File: config.mk
export PLATFORM = sky130hd
export DESIGN_NAME = if_axi_fetch
export DESIGN_NICKNAME = d
export VERILOG_FILES = /design/src/rtl/if_axi_fetch.sv
export SDC_FILE = /design/constraint.sdc
export NUM_CORES = 1
export LEC_CHECK = 0
export BUFFER_PORTS_ARGS = -buffer_cell sky130_fd_sc_hd__buf_2
export CORE_MARGIN = 2
export CORE_UTILIZATION = 42
export CTS_BUF_LIST = sky130_fd_sc_hd__clkbuf_4 sky130_fd_sc_hd__clkbuf_8
export DETAILED_ROUTE_END_ITERATION = 8
export PLACE_DENSITY_LB_ADDON = 0.15
export SKIP_CTS_REPAIR_TIMING = 1
export SYNTH_ARGS = -nofsm -noshare
export SYNTH_HDL_FRONTEND = slang
export SYNTH_SLANG_ARGS = --single-unit
File: constraint.sdc
create_clock -name clk -period 1.8 [get_ports clk]
set_clock_uncertainty 0.1 [all_clocks]
set_input_delay 0.09 -clock clk [delete_from_list [all_inputs] [get_ports clk]]
set_output_delay 0.09 -clock clk [all_outputs]
set_load 0.01 [all_outputs]
File: src/rtl/if_axi_fetch.sv
// IF-stage instruction fetch master: one single-beat AXI4 read per PC, with the
// returned word held for the IF/ID register and in-flight responses dropped on flush.
module if_axi_fetch #(
    parameter int unsigned PC_W     = 32,
    parameter int unsigned DATA_W   = 32,
    parameter int unsigned ID_W     = 4,
    parameter int unsigned FETCH_ID = 0
) (
    input  logic              clk,
    input  logic              rst,
    input  logic [PC_W-1:0]   pc,
    input  logic              fetch_req,
    input  logic              flush,
    input  logic              instr_ack,
    output logic [DATA_W-1:0] instr,
    output logic              instr_valid,
    output logic              instr_err,
    output logic              fetch_stall,
    output logic [PC_W-1:0]   araddr,
    output logic [ID_W-1:0]   arid,
    output logic [3:0]        arlen,
    output logic [2:0]        arsize,
    output logic [1:0]        arburst,
    output logic              arvalid,
    input  logic              arready,
    input  logic [DATA_W-1:0] rdata,
    input  logic [ID_W-1:0]   rid,
    input  logic [1:0]        rresp,
    input  logic              rlast,
    input  logic              rvalid,
    output logic              rready
);

    localparam logic [DATA_W-1:0] NOP      = DATA_W'(32'h0000_0013);
    localparam logic [ID_W-1:0]   ID_FETCH = ID_W'(FETCH_ID);
    localparam logic [PC_W-1:0]   WORD_MSK = ~PC_W'(3);

    typedef enum logic [1:0] {
        IDLE = 2'd0,
        ADDR = 2'd1,
        DATA = 2'd2,
        HOLD = 2'd3
    } state_t;

    state_t state;
    logic   discard;
    logic   beat_ok;

    // Fixed single-beat, 32-bit, INCR read attributes
    assign arid    = ID_FETCH;
    assign arlen   = 4'd0;
    assign arsize  = 3'b010;
    assign arburst = 2'b01;

    assign fetch_stall = ~instr_valid;

    // Only the final beat carrying our own ID completes the fetch
    assign beat_ok = rvalid & rlast & (rid == ID_FETCH);

    always_ff @(posedge clk or negedge rst) begin
        if (!rst) begin
            state       <= IDLE;
            arvalid     <= 1'b0;
            rready      <= 1'b0;
            araddr      <= '0;
            instr       <= NOP;
            instr_valid <= 1'b0;
            instr_err   <= 1'b0;
            discard     <= 1'b0;
        end else begin
            case (state)
                IDLE: begin
                    if (fetch_req) begin
                        araddr  <= pc & WORD_MSK;
                        arvalid <= 1'b1;
                        discard <= 1'b0;
                        state   <= ADDR;
                    end
                end
                ADDR: begin
                    if (flush) begin
                        discard <= 1'b1;
                    end
                    if (arready) begin
                        arvalid <= 1'b0;
                        rready  <= 1'b1;
                        state   <= DATA;
                    end
                end
                DATA: begin
                    if (beat_ok) begin
                        rready <= 1'b0;
                        if (discard || flush) begin
                            discard <= 1'b0;
                            state   <= IDLE;
                        end else begin
                            instr       <= (rresp == 2'b00) ? rdata : NOP;
                            instr_err   <= (rresp != 2'b00);
                            instr_valid <= 1'b1;
                            state       <= HOLD;
                        end
                    end else if (flush) begin
                        discard <= 1'b1;
                    end
                end
                HOLD: begin
                    if (instr_ack || flush) begin
                        instr_valid <= 1'b0;
                        instr_err   <= 1'b0;
                        state       <= IDLE;
                    end
                end
                default: begin
                    state <= IDLE;
                end
            endcase
        end
    end

endmodule
Yosys cells after proc, flatten, opt, wreduce, memory -nomap -nowiden. Index checks and enable logic that the tools add are counted.

Div/mod/pow operators: 0. Bitwise operators: 4. Add/sub/neg operators: 0. Equal/unequal tests: 9. Magnitude comparators: 0. Multipliers: 0. Reductions and logical operators: 17. Multiplexer cells: 25. Shift-type cells: 0.

Operators by type and width (count): $mux W32 (1); $mux W1 (13); $reduce_and A3 Y1 (4); $mux W2 (5); $ne A2 B2 Y1 const B (5); $pmux W1 S2 (4); $pmux W2 S4 (1); $reduce_and A4 Y1 (2); $reduce_bool A2 Y1 (4); $eq A2 B2 Y1 const B (2); $logic_not A2 Y1 (2); $logic_not A4 Y1 (1); $ne A3 B3 Y1 const B (1); $pmux W1 S3 (1); $reduce_bool A3 Y1 (1); $and A1 B1 Y1 (2); $eq A2 B1 Y1 const B (1); $logic_or A1 B1 Y1 (2); $not A1 Y1 (2); $reduce_and A2 Y1 (1).

Bits in read-only memories: 0. Latch bits: 0. Output and inout bits: 82. Memories kept: 0. Input port bits: 78. Bits in registers: 69. Memory bits (writable): 0. Logic and storage cells: 63.

Longest topological paths before layout. Gate-level depths: netlist (run 1).

Word-level depth: 4. Gate-level depth with buffers: 8. Gate-level depth less buffers: 6.

Least setup slack after synthesis (run 1). OpenSTA, ideal clock, no wires.

Path kind: register -> register. From: register state[0]. To: register instr[16]. Clock period less this slack: 1.735 ns. Arrival: 1.518 ns. Buffers on the path: 2. Required time: 1.583 ns. Setup slack: 0.065 ns. Stages on the path, launching flop included: 9. Library setup time: 0.117 ns. Path through: dfrtp_1 -> inv_1 -> ha_1 -> nor3b_2 -> nand3_1 -> buf_2 -> buf_1 -> nand2_1 -> nand2_1.

Longest elaborated chain between the ends: 2.

Ends and longest elaborated chain: from (decl) (RTL line 45) `state_t state;`; from (signal assigned) (RTL line 62) `state <= IDLE;`; from (signal assigned) (RTL line 77) `state <= ADDR;`; from (signal assigned) (RTL line 87) `state <= DATA;`; $eq A2 B2 Y1 (RTL line 71) `case (state)`; $reduce_and A3 Y1 (no line); to (signal assigned) (RTL line 97) `instr <= (rresp == 2'b00) ? rdata : NOP;`; to (decl) (RTL line 15) `output logic [DATA_W-1:0] instr,`.

No other way between the ends. A chain may end at the register's enable or synchronous reset.

Worst setup path after layout (run 1).
From: register state[1]. To: register state[1].

Longest elaborated chain between the ends: 3. Elaborated cells between the ends (all ways): 10. Those cells by class: eq/ne: 7; mux: 1; reduce/logical: 2.

Ends and longest elaborated chain (RTL line): $eq A2 B1 Y1 (tied with other cells) (71); $ne A2 B2 Y1 (no line); $reduce_and A4 Y1 (no line).

Parallel ways exist; a longest one is shown, timed or not.

==> results of run 1 <==
-- synthesized netlist by cell type (4+ instances only) --
cell,instances
ha_1,4
o21ai_0,8
dfrtp_1,66
buf_4,15
nor3_1,4
nor2_1,4
clkbuf_1,7
a21oi_1,5
mux2_2,30
nand3_1,31
buf_2,4
inv_1,6
nand2_1,66
-- logic make-up after synthesis --
| family | synth area share |
|---|---|
| compound gates | 0.03664 |
| fa+ha+maj | 0.01704 |
| other cells | 0.002557 |
| flops | 0.5893 |
| mux | 0.1219 |
| simple gates | 0.1683 |
| buf+inv | 0.06434 |
-- state kept, by name, summed over array words and instances (netlist names) --
| name | flops |
|---|---|
| instr_valid | 1 |
| arvalid | 1 |
| instr | 32 |
| state | 2 |
| instr_err | 1 |
| araddr | 30 |
| rready | 1 |
| discard | 1 |
-- worst max-delay path, stage by stage, from the launching register on --
cell and delay [ns]:
dfrtp_1 0.43, ha_4 0.19, buf_4 0.13, inv_1 0.07, a21oi_2 0.05, or3_4 0.41, o31a_1 0.24
-- cells in the final DEF, fill, tap and decap left out, drive strengths merged, types with 2 or more instances in the layout --
master       count
ha               4
nor2             4
nand2           66
inv              6
o21ai            8
mux2i            2
buf            157
conb            15
clkinv           3
clkbuf          11
dfrtp           66
nand3           31
nor3             4
mux2            30
dfstp            3
dlygate4sd3     60
a21oi            6
-- layout make-up --
class,count,area [um2]
Fill cell,539,2178
Multi-Input combinational cell,180,1104
Clock inverter,3,15.01
Timing Repair Buffer,218,1486
Sequential cell,69,1730
Inverter,6,22.52
Clock buffer,10,137.6
Tap cell,96,120.1
-- worst min-delay path by stage --
stage	slack (ns)	endpoint	start
3_5_place_dp	0.05	araddr[2]	rst
6_report	-0.04	instr[4]	rdata[4]
3_3_place_gp	0.06	araddr[2]	rst
2_1_floorplan	-0.31	araddr[10]	rst
5_1_grt	0.002	instr[1]	rdata[1]
4_1_cts	-0.31	araddr[2]	rst
-- power groups by stage --
stage               Combinational [mW]  Clock (mW)  Sequential, mW
finish                            1.93        1.03            2.20
global route                      2.12        1.13            2.24
CTS                               1.78        1.07            2.18
floorplan                        0.820           0            2.42
detailed placement                1.78           0            2.21
global placement                  1.75           0            2.18
-- stage by stage --
step / setup slack, ns / total power, mW / util / instance area (um2) / cells
2_1_floorplan: 0.06506 / 3.236 / - / 2985 / 283
3_3_place_gp: 0.003510 / 3.932 / 0.5586 / 3795 / 507
3_5_place_dp: -0.1080 / 3.989 / 0.5586 / 3795 / 507
4_1_cts: -0.1074 / 5.024 / 0.5810 / 3948 / 520
5_1_grt: -0.01161 / 5.495 / 0.6794 / 4616 / 582
6_report: 0.06504 / 5.154 / 0.6794 / 4616 / 582
-- routing by layer --
layer / vias up / routed length (um) / GRT usage
li1: 1292 / - / -
met1: 1220 / 3365 / 0.2272
met2: 108 / 3760 / 0.2665
met3: 6 / 540 / 0.04807
met4: 0 / 51 / 0.05874
met5: - / 0 / 0
==> flow_metrics.py, run 1 <==
metrics = {
    "logic_synthesis": {
        "synth_top_area_frac": 0.5624,
        "synth.distinct_cells": 28,
        "synthTopCellsByArea": "dfrtp_1 56%, mux2_2 12%, nand2_1 8.4%, nand3_1 5.3%, buf_4 3.8%",
        "ys_warn_count": 0,
        "synth_area_um2": 2937,
        "synthCells": 270,
        "ys.flop_type": "dfrtp_1",
        "async_reset_ff_frac": 1.000,
        "synth_edf_count": 0,
        "syn_avg_cell_area_um2": 10.88,
        "ys_ff_latch": 69,
        "synth.yosys.seq_area_share": 0.5893,
        "yosys.area.top_type": "dfrtp_1",
    },
    "worst_setup_path": {
        "critPathKind": "reg -> reg",
        "r2r_slack_ns": 0.07,
        "path_max_fanout": 3,
        "r2r-start": "state[1]",
        "r2r_end": "state[1]",
        "end_kind": "flop",
        "reg2reg_depth": 6,
        "critPathRequiredTime_ns": 1.91,
        "crit_end": "state[1]",
        "cp_data_arrival_time_ns": 1.84,
        "cp-startpoint": "state[1]",
        "startpoint_type": "flop",
    },
    "pwr": {
        "p_switching_mw": 1.617,
        "p_leak_nw": 2.473,
        "seqPwrFrac": 0.426,
        "internal_power_mw": 3.538,
        "power_switching_share": 0.3137,
        "p_per_area_nw_per_um2": 1117,
        "p_clk_frac": 0.200,
        "combPwrFrac": 0.374,
        "ir_worst_vdd_uv": 587.4,
    },
    "detailed_routing": {
        "totalWireLength_mm": 7.718,
        "vias": 2626,
        "drtIter0Drc": 86,
        "drtAntennaViolNets": 0,
        "wl_per_cell_um": 13.26,
        "drtPass1Iterations": 4,
        "drc_errors": 0,
        "vias_per_cell": 4.512,
    },
    "grt": {
        "grt.total_usage": 0.1698,
        "overflow": 0,
        "grt_first_pass_wirelength_mm": 10.11,
        "grt_max_degree": 39,
        "grt_pass1_vias": 2150,
        "antenna_found_initial": 0,
    },
    "placement": {
        "portBuffers": 142,
        "dp_hpwl_mm": 4.882,
        "gp_congestion": 0.7235,
    },
    "sta": {
        "hold_viol_final": 4,
        "max_freq_ghz": 0.5764,
        "fin_crit_ns": 1.735,
        "maxSlewViolCount": 0,
        "setup_viol_count_final": 0,
        "hold_slack_ns": -0.03719,
        "fin_crit_sh": 0.9639,
        "finalSetupTns_ns": 0,
    },
    "worst_hold_path": {
        "holdPathStages": 3,
        "hp-class": "in -> reg",
    },
    "layout": {
        "syn_to_final_growth_pct": 57.18,
        "nets": 566,
        "diodes": 0,
        "drive_above_1_share": 0.4424,
    },
    "clock_network": {
        "cts-root-buf": "clkbuf_8",
        "htreeDepth": 3,
        "cts_tree": "done",
        "path_clk_slew_ns": 0.07,
        "cts_buffers": 9,
        "clock_path_buffers": 2,
        "cts.sinks": 69,
        "clock_latency_ns": 0.32,
    },
    "floorplan": {
        "io_pins": 160,
        "fp.dieW_um": 87.62,
        "fp-row-count": 30,
        "core_um2": 6794,
        "die_y_um": 87.62,
        "start_util": 0.4322,
        "dieArea_um2": 7676,
    },
    "outcome": {
        "status": "finished with violations",
        "violations": "negative hold slack",
    },
    "run": {
        "max-cap-violations": 0,
    },
}
Note: power is estimated with default switching activity, not from simulation.
==> inputs of run 2 (changes only) <==
==> constraint.sdc (replaced) <==
create_clock -name clk -period 1.8 [get_ports clk]
set_clock_uncertainty 0.1 [all_clocks]
set_input_delay 0.27 -clock clk [delete_from_list [all_inputs] [get_ports clk]]
set_output_delay 0.27 -clock clk [all_outputs]
set_load 0.01 [all_outputs]
==> run 2 against run 1 <==
The flow now finishes without violations; die area unchanged; first-iteration DRC count down 14%; routed wire length down 11%; fmax down 2.3%; register-to-register slack worse by 0.04 ns; critical endpoint unchanged; non-clock buffer count down 60; critical path depth unchanged; sequential power about the same; largest cell class unchanged; power up 0.19%; critical path type unchanged; combinational power down 6%; flip-flop and latch count unchanged; design area down 12%.
==> flow_metrics.py, run 2 (synthesis gave the netlist of run 1 again) <==
metrics = {
    "sta": {
        "rsz0062_at_grt": "yes",
        "maxSlewViolCount": 0,
        "fin_crit_sh": 0.9861,
        "setup_viol_count_final": 0,
        "hold_viol_final": 0,
        "max_freq_ghz": 0.5634,
        "hold_slack_ns": 0.04615,
        "fin_crit_ns": 1.775,
        "finalSetupTns_ns": 0,
    },
    "layout": {
        "diodes": 0,
        "finalNonFillerCells": 525,
        "nFillCells": 605,
        "largest_reg_flops": 32,
        "final_common_cell": "buf_2",
        "finish.instance_area_um2": 4064,
        "reg_top3": "instr (32), araddr (30), state (2)",
        "finish.utilization": 0.5982,
        "nets": 506,
        "final_cell_mix": "142 x buf_2, 66 x nand2_1, 66 x dfrtp_1",
        "drive_above_1_share": 0.5012,
        "largest-register": "instr",
        "syn_to_final_growth_pct": 38.39,
    },
    "detailed_routing": {
        "met2_length_mm": 3.233,
        "vias": 2398,
        "dr.max_layer_used": "met4",
        "drtPass1Iterations": 4,
        "wl_per_cell_um": 13.09,
        "drtAntennaViolNets": 0,
        "drc_errors": 0,
        "vias_per_cell": 4.568,
        "drtIter0Drc": 74,
        "route.met3.wl_um": 605,
        "wl_met1_mm": 2.910,
        "totalWireLength_mm": 6.873,
    },
    "floorplan": {
        "die_y_um": 87.62,
        "fp.dieW_um": 87.62,
        "fp-row-count": 30,
        "dieArea_um2": 7676,
        "io_pins": 160,
        "core_um2": 6794,
        "start_util": 0.4322,
    },
    "placement": {
        "dp.cells": 506,
        "dp_hpwl_mm": 4.772,
        "placed_area_um2": 3800,
        "gp_congestion": 0.7608,
        "portBuffers": 142,
    },
    "worst_setup_path": {
        "critPathRequiredTime_ns": 1.93,
        "path_max_fanout": 4,
        "reg2reg_depth": 6,
        "cpPeakStageDelay_ns": 0.41,
        "r2r-start": "state[1]",
        "end_kind": "flop",
        "path_cells": "inv_1, ha_1, nand2b_1, o21ai_1, or3_4, o31a_1",
        "r2r_end": "state[1]",
        "r2r_slack_ns": 0.02,
        "startpoint_type": "flop",
        "cp_data_arrival_time_ns": 1.90,
        "critPathKind": "reg -> reg",
        "slowest_stage": "dfrtp_1",
    },
    "worst_hold_path": {
        "min_to": "instr[26]",
        "hp-class": "in -> reg",
        "min_from": "rdata[26]",
        "holdPathStages": 3,
    },
    "grt": {
        "grt_pass1_vias": 2252,
        "overflow": 0,
        "grt.total_usage": 0.1787,
        "antenna_found_initial": 0,
        "grt_max_degree": 70,
        "grt_first_pass_wirelength_mm": 10.64,
    },
    "clock_network": {
        "clock_path_buffers": 2,
        "clock_latency_ns": 0.33,
        "cts.sinks": 69,
        "cts_tree": "done",
        "path_clk_slew_ns": 0.08,
        "cts-root-buf": "clkbuf_8",
        "htreeDepth": 3,
        "cts_buffers": 9,
    },
    "outcome": {
        "status": "finished, final reports clean",
    },
    "pwr": {
        "p_per_area_nw_per_um2": 1271,
        "p_leak_nw": 2.227,
        "ir_worst_vdd_uv": 623.3,
    },
    "run": {
        "max-cap-violations": 0,
    },
}
==> run 2: cell count changes in the layout (fill, tap and decap cells not counted) <==
cell,before,now
inv_1,3,5
buf_4,12,10
o21ai_1,1,2
clkbuf_8,10,11
clkinvlp_4,0,4
dlygate4sd3_1,60,1
buf_12,3,4
inv_2,3,1
o21ai_0,7,6
clkinv_2,3,1
==> run 2: metal layers <==
layer,GRT usage,vias to the layer above
li1,-,1174
met1,0.2243,1095
met5,0,-
met3,0.04901,12
met4,0.07133,0
met2,0.2941,117
==> run 2: how the worst max path moves through the flow <==
stage,slack (ns),endpoint,start
after global placement,0.005,instr[0],state[0]
after detailed placement,-0.1,instr[4],state[0]
after floorplan,0.07,instr[16],state[0]
after global routing,-0.05,instr[3],state[0]
final,0.02,state[1],state[1]
after CTS,-0.13,instr[0],state[0]
==> run 2: layout make-up <==
| type | count | area (um2) | area share |
|---|---|---|---|
| clock buffers | 11 | 151.4 | 0.03725 |
| clock inverters | 5 | 35.03 | 0.008621 |
| multi-input cells | 180 | 1104 | 0.2716 |
| repair buffers | 158 | 900.9 | 0.2217 |
| inverters | 6 | 22.52 | 0.005542 |
| well taps | 96 | 120.1 | 0.02956 |
| flip-flops and latches | 69 | 1730 | 0.4258 |
==> run 2: metrics by stage <==
stage	total power [mW]	setup slack [ns]
after floorplan	3.236	0.06506
after global placement	3.929	0.004716
after detailed placement	3.987	-0.09753
after CTS	5.160	-0.1255
after global routing	5.517	-0.04681
final	5.164	0.02493
==> run 2: where the power goes <==
part | switching (mW) | internal, mW
registers | 0.193 | 1.99
logic | 0.859 | 0.958
clock network | 0.593 | 0.572
==> run 2: critical path: cells and delay by family (launching register included) <==
family	cells	cell delay [ns]
flops	1	0.41
fa+ha+maj	1	0.24
compound gates	2	0.35
buf+inv	1	0.11
simple gates	2	0.46
==> inputs of run 3 (changes only) <==
--- a/config.mk
+++ b/config.mk
@@ -7,7 +7,7 @@
 export LEC_CHECK = 0
 export BUFFER_PORTS_ARGS = -buffer_cell sky130_fd_sc_hd__buf_2
 export CORE_MARGIN = 2
-export CORE_UTILIZATION = 42
+export CORE_UTILIZATION = 46
 export CTS_BUF_LIST = sky130_fd_sc_hd__clkbuf_4 sky130_fd_sc_hd__clkbuf_8
 export DETAILED_ROUTE_END_ITERATION = 8
 export PLACE_DENSITY_LB_ADDON = 0.15
==> constraint.sdc (replaced) <==
create_clock -name clk -period 1.7 [get_ports clk]
set_clock_uncertainty 0.1 [all_clocks]
set_input_delay 0.255 -clock clk [delete_from_list [all_inputs] [get_ports clk]]
set_output_delay 0.255 -clock clk [all_outputs]
set_load 0.01 [all_outputs]
==> run 3 against run 2 <==
The flow now finishes with violations (negative setup slack); first-iteration DRC count shrank 24%; setup slack lost 0.055 ns; combinational power grew 12%; cell count shrank 1.9%; clock power grew 14%; register-to-register slack lost 0.05 ns; largest power group unchanged; die area shrank 8.3%; critical endpoint is now instr[5]; non-clock buffer count grew 9; design area grew 5.1%; worst hold slack lost 0.020 ns.
==> flow_metrics.py, run 3 (synthesis gave the netlist of run 1 again) <==
metrics = {
    "detailed_routing": {
        "vias_per_cell": 4.819,
        "drtPass1Iterations": 4,
        "drtAntennaViolNets": 0,
        "totalWireLength_mm": 6.939,
        "vias": 2482,
        "drtIter0Drc": 56,
        "drc_errors": 0,
        "wl_per_cell_um": 13.47,
    },
    "worst_setup_path": {
        "slowest_stage": "dfrtp_1",
        "critPathKind": "reg -> reg",
        "path_max_fanout": 6,
        "end_kind": "flop",
        "path_cells": "inv_2, ha_4, nor3b_4, and3_4, clkbuf_16, nand3_2, nand2_1",
        "cp_data_arrival_time_ns": 1.90,
        "critPathRequiredTime_ns": 1.87,
        "startpoint_type": "flop",
        "cpPeakStageDelay_ns": 0.40,
    },
    "layout": {
        "finish.utilization": 0.6807,
        "regArea_um2": 1730,
        "diodes": 0,
        "final_cell_mix": "142 x buf_2, 66 x nand2_1, 66 x dfrtp_1",
        "multiInputGateArea_um2": 1214,
        "final_common_cell": "buf_2",
        "largest_reg_flops": 32,
        "nFillCells": 527,
        "nets": 515,
        "finalNonFillerCells": 515,
        "reg_top3": "instr (32), araddr (30), state (2)",
        "largest-register": "instr",
        "drive_above_1_share": 0.5639,
        "syn_to_final_growth_pct": 45.50,
    },
    "clock_network": {
        "htreeDepth": 3,
        "cts-root-buf": "clkbuf_8",
        "path_clk_slew_ns": 0.07,
        "clock_path_buffers": 2,
        "cts_buffers": 9,
        "cts_tree": "done",
        "cts.sinks": 69,
        "clock_latency_ns": 0.33,
    },
    "floorplan": {
        "fp-row-count": 29,
        "dieArea_um2": 7039,
        "core_um2": 6277,
        "io_pins": 160,
        "start_util": 0.4678,
        "fp.dieW_um": 83.90,
        "die_y_um": 83.90,
    },
    "sta": {
        "maxSlewViolCount": 0,
        "final.setup.worst_slack_ns": -0.02967,
        "hold_viol_final": 0,
        "setup_viol_count_final": 23,
        "fin_crit_sh": 1.017,
        "max_freq_ghz": 0.5781,
        "hold_slack_ns": 0.02568,
        "fin_crit_ns": 1.730,
        "rsz0062_at_grt": "yes",
    },
    "pwr": {
        "p_leak_nw": 2.303,
        "p_per_area_nw_per_um2": 1330,
        "ir_worst_vdd_uv": 797.4,
    },
    "grt": {
        "overflow": 0,
        "grt_pass1_vias": 2412,
        "grt_first_pass_wirelength_mm": 10.96,
        "grt.total_usage": 0.1955,
        "antenna_found_initial": 0,
        "grt_max_degree": 31,
    },
    "placement": {
        "pre_cts_ws_ns": -0.1173,
        "dp.cells": 492,
        "portBuffers": 142,
        "dp_hpwl_mm": 4.928,
        "gp_congestion": 0.8399,
    },
    "run": {
        "max-cap-violations": 0,
    },
    "worst_hold_path": {
        "hp-class": "in -> reg",
    },
    "outcome": {
        "status": "finished with violations",
        "violations": "negative setup slack",
    },
}
==> run 3: cell types whose count changed in the layout (fill, tap and decap cells not counted), moves of 2 or more <==
cell,previous run,this run
nand3_1,30,9
nand3_2,0,21
buf_4,10,15
clkinvlp_4,4,1
clkbuf_4,0,2
ha_1,3,1
ha_2,0,2
==> run 3: through the flow <==
step	total power, mW	setup TNS (ns)	cell area, um2
2_1_floorplan	3.439	0	2994
3_3_place_gp	4.234	-0.8298	3832
3_5_place_dp	4.301	-2.667	3832
4_1_cts	5.646	-3.197	4033
5_1_grt	6.029	-3.062	4273
6_report	5.682	-0.2676	4273
==> run 3: worst paths after layout <==
path	startpoint	depth (start not counted)	slack (ns)	end
max	state[0]	7	-0.03	instr[5]
min	rdata[18]	3	0.03	instr[18]
max reg2reg	state[0]	7	-0.03	instr[5]
min reg2reg	instr[9]	2	0.37	instr[9]
max in group asynchronous	rst	3	0.66	instr[1]
min in group asynchronous	rst	2	0.28	araddr[5]
==> run 3: area by class of cell <==
cell class	instances	area share
clock buffers	12	0.03572
clock inverters	4	0.01113
inverters	6	0.005271
multi-input cells	180	0.2840
flip-flops and latches	69	0.4050
well taps	77	0.02255
repair buffers	167	0.2363
==> run 3: worst max-delay path: cells and delay by family, from the launching register on <==
family | cells | cell delay, ns
adder cells (fa/ha/maj) | 1 | 0.15
buffers and inverters | 2 | 0.28
flip-flops | 1 | 0.40
AND/OR/NAND/NOR | 4 | 0.73
==> run 3: power breakdown <==
group          internal [mW]  leakage, nW  total, mW  switching (mW)
logic                   1.09         1.33       2.03           0.943
clock network          0.746        0.103       1.33           0.589
registers               2.11        0.873       2.32           0.208
==> run 3: routing by layer <==
layer	wire, um	global-route usage	vias up
met5	0	0	-
met4	117	0.07625	0
met3	489	0.04748	11
met2	3352	0.3244	99
met1	2979	0.2476	1177
li1	-	-	1195
